**src/rtl/controller_pio_pkg.sv**
```systemverilog
// Shared definitions for the controller PIO blocks: register word offsets,
// edge-type encodings and the per-line edge qualifier.
package controller_pio_pkg;

  // Register word offsets on the Avalon-MM slave
  localparam logic [1:0] PIO_ADDR_DATA    = 2'd0;
  localparam logic [1:0] PIO_ADDR_RSVD    = 2'd1;
  localparam logic [1:0] PIO_ADDR_IRQMASK = 2'd2;
  localparam logic [1:0] PIO_ADDR_EDGECAP = 2'd3;

  // EDGE_TYPE encodings
  localparam int EDGE_RISE = 0;
  localparam int EDGE_FALL = 1;
  localparam int EDGE_ANY  = 2;

  // arm_cnt value at which edge detection is enabled
  localparam logic [1:0] ARM_DONE = 2'd2;

  // Qualify one line's transition against the configured edge type.
  function automatic logic edge_bit(input logic cur, input logic prev, input int edge_type);
    logic rise;
    logic fall;
    rise = cur & ~prev;
    fall = ~cur & prev;
    case (edge_type)
      EDGE_FALL: edge_bit = fall;
      EDGE_ANY:  edge_bit = rise | fall;
      default:   edge_bit = rise;
    endcase
  endfunction

endpackage

```
**src/rtl/controller_sense_debounce.sv**
```systemverilog
// Single-bit debounce filter: the output follows the input only after the
// input has disagreed with it for DEBOUNCE_CYCLES consecutive cycles.
module controller_sense_debounce
  #(parameter int DEBOUNCE_CYCLES = 50000)
  (
    input  logic clk,
    input  logic reset_n,
    input  logic sample_i,
    output logic filt_o
  );

  localparam int CW = (DEBOUNCE_CYCLES > 2) ? $clog2(DEBOUNCE_CYCLES) : 1;
  localparam logic [CW-1:0] CNT_LAST = CW'(DEBOUNCE_CYCLES - 1);

  logic [CW-1:0] cnt_q, cnt_d;
  logic          filt_q, filt_d;

  // Count mismatching cycles; commit the new level on the last one
  always_comb begin
    cnt_d  = '0;
    filt_d = filt_q;
    if (sample_i != filt_q) begin
      if (cnt_q == CNT_LAST) begin
        filt_d = sample_i;
        cnt_d  = '0;
      end else begin
        cnt_d = cnt_q + 1'b1;
      end
    end
  end

  // Filter state registers
  always_ff @(posedge clk or negedge reset_n) begin
    if (!reset_n) begin
      cnt_q  <= '0;
      filt_q <= 1'b0;
    end else begin
      cnt_q  <= cnt_d;
      filt_q <= filt_d;
    end
  end

  assign filt_o = filt_q;

endmodule

```
**src/rtl/controller_sense_pio.sv**
```systemverilog
// Avalon-MM input PIO: synchronised external lines, edge capture with
// write-1-to-clear, IRQ mask and a level interrupt.
// Optional build macro CONTROLLER_SENSE_DEBOUNCE_EN inserts a per-bit
// debounce filter between the synchroniser and the sampled level.
module controller_sense_pio
  import controller_pio_pkg::*;
  #(
    parameter int WIDTH           = 12,
    parameter int EDGE_TYPE       = 0,
    parameter int DEBOUNCE_CYCLES = 50000
  )
  (
    input  logic             clk,
    input  logic             reset_n,
    input  logic [1:0]       address,
    input  logic             chipselect,
    input  logic             write_n,
    input  logic [31:0]      writedata,
    input  logic [WIDTH-1:0] in_port,
    output logic [31:0]      readdata,
    output logic             irq
  );

  if (WIDTH < 1 || WIDTH > 32) begin : g_bad_width
    $error("controller_sense_pio: WIDTH must be 1..32");
  end
  if (DEBOUNCE_CYCLES < 2) begin : g_bad_debounce
    $error("controller_sense_pio: DEBOUNCE_CYCLES must be >= 2");
  end

  logic [WIDTH-1:0] sync_q1_q, sync_q2_q;
  logic [WIDTH-1:0] d_cur;
  logic [WIDTH-1:0] d_early;
  logic [WIDTH-1:0] d_prev_q, d_prev_d;
  logic [1:0]       arm_cnt_q, arm_cnt_d;
  logic [WIDTH-1:0] edge_vec;
  logic [WIDTH-1:0] edge_cap_q, edge_cap_d;
  logic [WIDTH-1:0] irqmask_q, irqmask_d;
  logic [31:0]      readdata_q, readdata_d;
  logic             wr_en;

  assign wr_en = chipselect & ~write_n;

  // Two-flop synchroniser on the asynchronous inputs
  always_ff @(posedge clk or negedge reset_n) begin
    if (!reset_n) begin
      sync_q1_q <= '0;
      sync_q2_q <= '0;
    end else begin
      sync_q1_q <= in_port;
      sync_q2_q <= sync_q1_q;
    end
  end

`ifdef CONTROLLER_SENSE_DEBOUNCE_EN
  for (genvar i = 0; i < WIDTH; i++) begin : g_debounce
    controller_sense_debounce #(.DEBOUNCE_CYCLES(DEBOUNCE_CYCLES)) u_debounce (
      .clk      (clk),
      .reset_n  (reset_n),
      .sample_i (sync_q2_q[i]),
      .filt_o   (d_cur[i])
    );
  end
  // Filter outputs hold at reset for far longer than the arm window.
  assign d_early = d_cur;
`else
  assign d_cur   = sync_q2_q;
  // Value d_cur takes on the next edge; lets d_prev catch up during arming.
  assign d_early = sync_q1_q;
`endif

  // While arming, d_prev tracks the level d_cur is about to take, so a line
  // already high at reset release shows no transition once detection opens.
  always_comb begin
    arm_cnt_d = (arm_cnt_q == ARM_DONE) ? arm_cnt_q : arm_cnt_q + 2'd1;
    d_prev_d  = (arm_cnt_q == ARM_DONE) ? d_cur : d_early;
  end

  // Arm counter and previous-level register
  always_ff @(posedge clk or negedge reset_n) begin
    if (!reset_n) begin
      arm_cnt_q <= '0;
      d_prev_q  <= '0;
    end else begin
      arm_cnt_q <= arm_cnt_d;
      d_prev_q  <= d_prev_d;
    end
  end

  // Edge vector, suppressed until arming completes
  always_comb begin
    edge_vec = '0;
    if (arm_cnt_q == ARM_DONE) begin
      for (int i = 0; i < WIDTH; i++) begin
        edge_vec[i] = edge_bit(d_cur[i], d_prev_q[i], EDGE_TYPE);
      end
    end
  end

  // Register updates: W1C on edge capture with set priority, mask load
  always_comb begin
    edge_cap_d = edge_cap_q;
    irqmask_d  = irqmask_q;
    if (wr_en && address == PIO_ADDR_EDGECAP) begin
      edge_cap_d = edge_cap_q & ~writedata[WIDTH-1:0];
    end
    if (wr_en && address == PIO_ADDR_IRQMASK) begin
      irqmask_d = writedata[WIDTH-1:0];
    end
    edge_cap_d = edge_cap_d | edge_vec;
  end

  // Read mux; sees current register values, so a same-cycle write reads old data
  always_comb begin
    readdata_d = '0;
    case (address)
      PIO_ADDR_DATA:    readdata_d[WIDTH-1:0] = d_cur;
      PIO_ADDR_IRQMASK: readdata_d[WIDTH-1:0] = irqmask_q;
      PIO_ADDR_EDGECAP: readdata_d[WIDTH-1:0] = edge_cap_q;
      default:          readdata_d = '0;
    endcase
  end

  // Software-visible registers
  always_ff @(posedge clk or negedge reset_n) begin
    if (!reset_n) begin
      edge_cap_q <= '0;
      irqmask_q  <= '0;
      readdata_q <= '0;
    end else begin
      edge_cap_q <= edge_cap_d;
      irqmask_q  <= irqmask_d;
      readdata_q <= readdata_d;
    end
  end

  if (WIDTH < 32) begin : g_wdata_unused
    logic unused_wdata;
    assign unused_wdata = ^writedata[31:WIDTH];
  end

  assign readdata = readdata_q;
  assign irq      = |(edge_cap_q & irqmask_q);

endmodule

```
**config.mk**
```make
export PLATFORM = sky130hd
export DESIGN_NAME = controller_sense_pio
export DESIGN_NICKNAME = d
export VERILOG_FILES = /design/src/rtl/controller_pio_pkg.sv /design/src/rtl/controller_sense_debounce.sv /design/src/rtl/controller_sense_pio.sv
export SDC_FILE = /design/constraint.sdc
export NUM_CORES = 1
export LEC_CHECK = 0
export BUFFER_PORTS_ARGS = -buffer_cell sky130_fd_sc_hd__buf_2
export CAP_MARGIN = 30
export CORE_AREA = 2 2 89 91
export DETAILED_ROUTE_END_ITERATION = 12
export DIE_AREA = 0 0 91 93
export GPL_TIMING_DRIVEN = 0
export HOLD_SLACK_MARGIN = 0.02
export PLACE_DENSITY = 0.76
export SLEW_MARGIN = 10
export SYNTH_ARGS = -nofsm -noshare
export SYNTH_HDL_FRONTEND = slang
export SYNTH_SLANG_ARGS = --single-unit
```
**constraint.sdc**
```tcl
create_clock -name clk -period 1.45 [get_ports clk]
set_clock_uncertainty 0.2 [all_clocks]
set_input_delay 0.0725 -clock clk [delete_from_list [all_inputs] [get_ports clk]]
set_output_delay 0.0725 -clock clk [all_outputs]
set_load 0.01 [all_outputs]
```
## Yosys cells after proc, flatten, opt, wreduce, memory -nomap -nowiden

Index checks and enable logic that the tools add are counted.

| storage, ports and cells | value |
|---|---|
| input bits | 50 |
| output and inout port bits | 33 |
| register bits after elaboration | 74 |

| operators by class | value |
|---|---|
| $add $sub $neg | 1 |
| bitwise operators | 30 |
| muxes and demuxes | 4 |
| reductions and logical operators | 4 |
| equal/unequal tests | 3 |

Operators with widths:

| cell | number |
|---|---|
| 12-bit 2-to-1 mux | 3 |
| 12-bit case mux with 3 select lines | 1 |
| 12-bit AND | 2 |
| 1-bit AND | 13 |
| 1-bit inverter | 13 |
| 12-bit inverter | 1 |
| 12-bit OR | 1 |
| 12-bit OR reduction | 1 |
| 2-bit == test, second input constant | 3 |
| 2-bit by 1-bit adder with 2-bit output, second input constant | 1 |
| 1-bit logical AND | 2 |
| 2-bit logical NOT | 1 |

## Depth between registers and ports, before layout

Gate-level depths: netlist of the first run.

| depth | value |
|---|---|
| depth after elaboration | 5 |
| depth in mapped cells | 6 |

## Least setup slack after synthesis of the first run

No wires, ideal clock.

| timing | value |
|---|---|
| path type | register -> register |
| start point | reg arm_cnt_q[0] |
| end point | reg edge_cap_q[9] |
| setup slack | 0.049 ns |
| stages on the path, launching flop included | 6 |
| path buffers | 2 |
| required time | 1.128 ns |
| setup time | 0.122 ns |
| arrival | 1.080 ns |
| path through | dfrtp_1 > inv_1 > ha_1 > buf_2 > buf_2 > a32o_1 |

| between the ends | value |
|---|---|
| longest elaborated chain between the ends | 3 |

RTL lines:

| what | line | text |
|---|---|---|
| start: declaration | controller_sense_pio.sv:35 | `logic [1:0] arm_cnt_q, arm_cnt_d;` |
| start signal: assignment | controller_sense_pio.sv:85 | `arm_cnt_q <= arm_cnt_d;` |
| 2-bit == test | controller_sense_pio.sv:93 | `if (arm_cnt_q == ARM_DONE) begin` |
| 12-bit 2-to-1 mux | controller_sense_pio.sv:93 |  |
| 12-bit OR | controller_sense_pio.sv:110 | `edge_cap_d = edge_cap_d \| edge_vec;` |
| via edge_cap_d[9] | controller_sense_pio.sv:37 | `logic [WIDTH-1:0] edge_cap_q, edge_cap_d;` |
| end signal: assignment | controller_sense_pio.sv:131 | `edge_cap_q <= edge_cap_d;` |
| end: declaration | controller_sense_pio.sv:37 |  |

The timed path passes the listed nets, and every way through them passes these cells.
A chain may end at the register's enable or synchronous reset.

## Worst setup path after layout of the first run

| timing | value |
|---|---|
| start point | reg irqmask_q[3] |
| end point | out irq |

| between the ends | value |
|---|---|
| longest elaborated chain between the ends | 2 |

RTL lines:

| what | line | text |
|---|---|---|
| start: declaration | controller_sense_pio.sv:38 | `logic [WIDTH-1:0] irqmask_q, irqmask_d;` |
| start signal: assignment | controller_sense_pio.sv:132 | `irqmask_q <= irqmask_d;` |
| 12-bit AND | controller_sense_pio.sv:143 | `assign irq = \|(edge_cap_q & irqmask_q);` |
| 12-bit OR reduction | controller_sense_pio.sv:143 |  |
| end: declaration | controller_sense_pio.sv:21 | `output logic irq` |

No other way between the ends.

==> results of run 1 <==
[flip-flops by register name, summed over array words and instances (netlist names)]
register / cells
edge_cap_q: 12
d_early: 12
d_prev_q: 12
arm_cnt_q: 2
readdata: 12
d_cur: 12
irqmask_q: 12
[through the flow]
step	TNS [ns]	cell area, sq um	setup slack (ns)
after detailed placement	-2.84	3350	-0.197
after global placement	-21.72	3320	-0.274
final	-0.357	3960	-0.357
after floorplan	0	2980	0.0488
after global routing	-0.414	3960	-0.409
after CTS	-0.314	3850	-0.314
[cells in the mapped netlist]
cell type	n	area [sq um]
buf_6	2	22.5
a22o_1	3	26.3
buf_4	21	158
and4bb_4	1	16.3
mux2_2	6	67.6
mux2_4	10	150
inv_1	13	48.8
conb_1	1	3.75
a32o_1	4	40.0
ha_1	1	12.5
buf_8	1	15.0
o21ai_0	21	105
clkbuf_1	1	3.75
xnor2_1	1	8.76
o2bb2ai_1	8	70.1
buf_2	4	20.0
and2_1	1	6.26
nand3_1	1	5.00
and4b_1	1	10.0
dfrtp_1	74	1850
nand2_1	33	124
mux2i_1	12	120
a221oi_1	3	26.3
[critical path, stage by stage, from the launching register on]
cell      delay [ns]
dfrtp_1         0.41
a22o_1          0.25
a221oi_2        0.21
nand3_1         0.16
buf_2           0.17
[area by class of cell]
cell class                 count  area share (%)
inverter                      13            1.23
multi-input combinational    126            23.3
clock buffer                  10            3.22
clock inverter                 6           0.854
timing repair buffer          79            15.2
tap                          102            3.22
sequential                    74            46.8
buffer                        29            6.17
[cell families after synthesis]
family          Yosys count
flops                    74
buf+inv                  42
compound gates           39
simple gates             37
mux                      28
fa+ha+maj                 1
other cells               1
xor+xnor                  1
[report_power, final]
group          switching, mW  leakage (nW)  internal (mW)  total [mW]
Sequential             0.125         0.845           2.25        2.37
Combinational          0.270         0.979          0.379       0.649
Clock                  0.737        0.0896          0.609        1.35
Total                   1.13          1.91           3.23        4.37
[final timing paths]
check | from | to | slack (ns) | depth (start not counted)
min in group clk | write_n | edge_cap_q[1] | 0.06 | 4
setup reg to reg | arm_cnt_q[0] | edge_cap_q[5] | 0.02 | 6
setup / recovery | irqmask_q[3] | irq | -0.36 | 4
hold / removal | reset_n | d_prev_q[10] | -0.03 | 2
hold reg to reg | d_early[1] | d_cur[1] | 0.18 | 0
max in group asynchronous | reset_n | d_prev_q[0] | 0.52 | 3
[repair_timing]
| item | 4_1_cts | 5_1_grt |
|---|---|---|
| pin swaps | 2 | 6 |
| setup endpoints to repair | 24 | 24 |
| gates cloned | 0 | 2 |
| endpoints found under the hold margin | 112 | 26 |
| buffers inserted | 5 | 3 |
| hold buffers | 27 | 1 |
| resized for setup | 8 | 17 |
[layer usage]
layer | global-route usage [%] | wire [um] | vias to the layer above
met2 | 25.7 | 3240 | 52
met1 | 17.3 | 2660 | 991
met3 | 5.32 | 299 | 13
li1 | - | - | 934
met4 | 6.31 | 119 | 0
met5 | 0 | 0 | -
==> results.toml, run 1 <==
[logic_synthesis]
yosysSeqAreaShare_pct = 63.6
synth_seq_cells = 74
synth.mux.area_fraction_pct = 11.6
synth_cells = 223
synth-simple-area-share_pct = 5.54
synth_xor_area_share_pct = 0.301
synth_fa_ha_area_share_pct = 0.430
synth_cell_type_count = 23
synth_compound_area_share_pct = 9.20
synth_top_family_by_area = "multiplexers"
yosys_warnings = 0
syn_area_per_cell_sq_um = 13.1
netlist_area_sq_mm = 0.00291

[power]
p_per_area_mw_per_mm2 = 1100
total_power_mw = 4.37
vdd_drop_max_mv = 0.480
p_leak_nw = 1.91

[floorplanning]
core_sq_mm = 0.00753
die_w_um = 91
num_io_pins = 83
die_h_um = 93
dieArea_sq_mm = 0.00846
start_util_pct = 38.7
std_cell_rows = 32

[timing]
final.setup.worst_slack_ns = -0.357
slew_viol_final = 0
final.period_utilization_pct = 125
rsz0062_at_grt = "true"
min_period_ns = 1.81
hold_viol_final = 24
relSlewSlack_pct = 63.3
fmax_mhz = 553
hold_ws_ns = -0.0287
setup_viol = 1
tightest_slew_ns = 0.550

[final_layout]
regArea_sq_mm = 0.00185
diodes = 0
nets = 383
final_util_pct = 52.6
multi_input_area_sq_um = 922
drive_gt1_share_pct = 36.2
area_delta_synth_final_pct = 35.9
layout_common_cells = "dfrtp_1 (74), buf_2 (40), nand2_1 (32), buf_4 (30), dlygate4sd3_1 (27)"
final_cell_count_no_fill = 439
fill_cells = 698
final_common_cell = "dfrtp_1"

[placement]
place_congestion = 0.724
placedCellCount = 386
io_buffer_count = 41
dpl.hpwl_mm = 3.90

[clocking]
insertion_delay_ns = 0.34
h-tree-depth = 3
clkTransAtPathRegs_ns = 0.08
cts_tree = "done"
clkSinkCount = 74
cts_made_buffers = 9
cts_buffer_depth = 2
root_buffer = "clkbuf_8"

[global_route]
gr-total-overflow = 0
antenna_found_initial = 0
grt_use_total_pct = 15.1
grt_pass1_wl_mm = 9.66
grt_max_degree = 51
grt_pass1_vias = 2023

[worst_setup_path]
cp-end-kind = "output pin"
cp_max_fo = 2
criticalPathCategory = "reg -> out"
critical_path_required_ns = 1.18
crit_arrival_ns = 1.53
start_kind = "flop"

[outcome]
status = "finished with violations"
violations = "negative hold slack, negative setup slack"

[routing]
drtPass1Iterations = 4
viasPerCell = 4.53
totalWireLength_mm = 6.31
drc_errors = 0
ant_nets = 0
num_vias = 1990
drt_iter0_markers = 128
wl_per_cell_um = 14.4

[job]
maxCapViolations = 0

[worst_hold_path]
hp-class = "in -> async"
Power figures use the tool's default switching activity.
==> run 2, diff against run 1 <==
--- a/config.mk
+++ b/config.mk
@@ -15,3 +15,3 @@
 export PLACE_DENSITY = 0.76
-export SLEW_MARGIN = 10
+export SLEW_MARGIN = 20
 export SYNTH_ARGS = -nofsm -noshare
==> constraint.sdc (replaced) <==
create_clock -name clk -period 1.45 [get_ports clk]
set_clock_uncertainty 0.2 [all_clocks]
set_input_delay 0.29 -clock clk [delete_from_list [all_inputs] [get_ports clk]]
set_output_delay 0.29 -clock clk [all_outputs]
set_load 0.01 [all_outputs]
==> results.toml, run 2 (synthesis gave the netlist of run 1 again) <==
[clocking]
clkSinkCount = 74
cts_made_buffers = 9
cts_tree = "done"
h-tree-depth = 3
cts_buffer_depth = 2
clkTransAtPathRegs_ns = 0.07
insertion_delay_ns = 0.35
root_buffer = "clkbuf_8"

[outcome]
status = "finished with violations"
violations = "negative setup slack"

[timing]
slew_viol_final = 0
relSlewSlack_pct = 63.7
setup_viol = 1
final.period_utilization_pct = 135
hold_viol_final = 0
min_period_ns = 1.96
tightest_slew_ns = 0.545
hold_ws_ns = 0.0297
fmax_mhz = 511
final.setup.worst_slack_ns = -0.509
rsz0062_at_grt = "true"

[floorplanning]
num_io_pins = 83
dieArea_sq_mm = 0.00846
die_h_um = 93
start_util_pct = 38.7
std_cell_rows = 32
core_sq_mm = 0.00753
die_w_um = 91

[power]
p_per_area_mw_per_mm2 = 1110
vdd_drop_max_mv = 0.482
total_power_mw = 4.36
p_leak_nw = 1.91

[worst_setup_path]
reg2reg_depth = 6
slowest_stage = "dfrtp_1"
start_kind = "flop"
critical_path_required_ns = 0.96
cp_max_fo = 2
critPathMaxStageDelay_ns = 0.38
criticalPathCategory = "reg -> out"
crit_arrival_ns = 1.47
path_cells = "a22o_1 -> a221oi_2 -> nand3_1 -> buf_2"
r2r_slack_ns = 0.04
cp-end-kind = "output pin"

[routing]
viasPerCell = 4.51
ant_nets = 0
totalWireLength_mm = 6.22
num_vias = 1975
drc_errors = 0
drt_iter0_markers = 115
drtPass1Iterations = 4
wl_per_cell_um = 14.2

[final_layout]
area_delta_synth_final_pct = 35.5
layout_common_cells = "dfrtp_1 (74), buf_2 (41), nand2_1 (32), buf_4 (30), dlygate4sd3_1 (26)"
nets = 382
final_common_cell = "dfrtp_1"
final_cell_count_no_fill = 438
drive_gt1_share_pct = 36.3
final_area_sq_mm = 0.00395
diodes = 0

[global_route]
top_usage_layer = "met2"
grt_use_total_pct = 15.0
grt_max_degree = 51
grt_use_met2_pct = 25.6
grt_pass1_wl_mm = 9.63
grt_pass1_vias = 2009
gr-total-overflow = 0
use_met3_pct = 5.24
antenna_found_initial = 0
use_met1_pct = 17.3

[placement]
placedInstanceArea_sq_mm = 0.00335
place_congestion = 0.724
dpl.hpwl_mm = 3.90
placedCellCount = 386
io_buffer_count = 41

[worst_hold_path]
hp-class = "in -> reg"
holdPathStages = 2

[job]
maxCapViolations = 0
## run 2: repair_timing
action                                 CTS  global route
setup buffers                            5             3
cloned                                   0             2
endpoints found under the hold margin  102             0
resized for setup                        8            16
pin swaps                                2             6
hold buffers                            26             0
setup endpoints to repair               24            21
## run 2: layer usage
layer	routed length (um)	share of wire, %	vias to the layer above
met4	157	2.5	0
met2	3200	51	47
met5	0	0	-
li1	-	-	929
met3	263	4.2	16
met1	2600	42	983
## run 2: worst paths after layout
check / start / end
setup reg to reg: arm_cnt_q[0] / edge_cap_q[5]
hold reg to reg: d_early[3] / d_cur[3]
hold / removal: address[0] / readdata[8]
max in group asynchronous: reset_n / d_prev_q[0]
setup / recovery: irqmask_q[0] / irq
min in group asynchronous: reset_n / d_prev_q[10]
## run 2: worst max-delay path, delay by kind of cell, from the launching register on
family                 cells  cell delay, ns
and+or+nand+nor            1            0.12
DFF                        1            0.38
buffers and inverters      1            0.15
AOI/OAI and AO/OA          2            0.47
## run 2: power by group
part / switching (mW) / total [mW] / internal (mW)
sequential: 0.124 / 2.37 / 2.25
combinational: 0.270 / 0.647 / 0.377
clock: 0.738 / 1.35 / 0.609
total: 1.13 / 4.36 / 3.23
## run 2: stage by stage
step	setup TNS, ns	setup WS [ns]	utilization [%]
2_1_floorplan	0	0.0203	-
3_3_place_gp	-39.40	-0.492	44.0
3_5_place_dp	-4.54	-0.267	44.4
4_1_cts	-0.531	-0.531	51.0
5_1_grt	-0.613	-0.613	52.4
6_report	-0.509	-0.509	52.4
## run 2: layout make-up
type,instances,area [sq um]
multi-input cells,126,922
well taps,102,128
repair buffers,78,592
plain buffers,29,241
inverters,13,48.8
flip-flops and latches,74,1850
clock buffers,10,128
fillers,699,3580
clock inverters,6,33.8
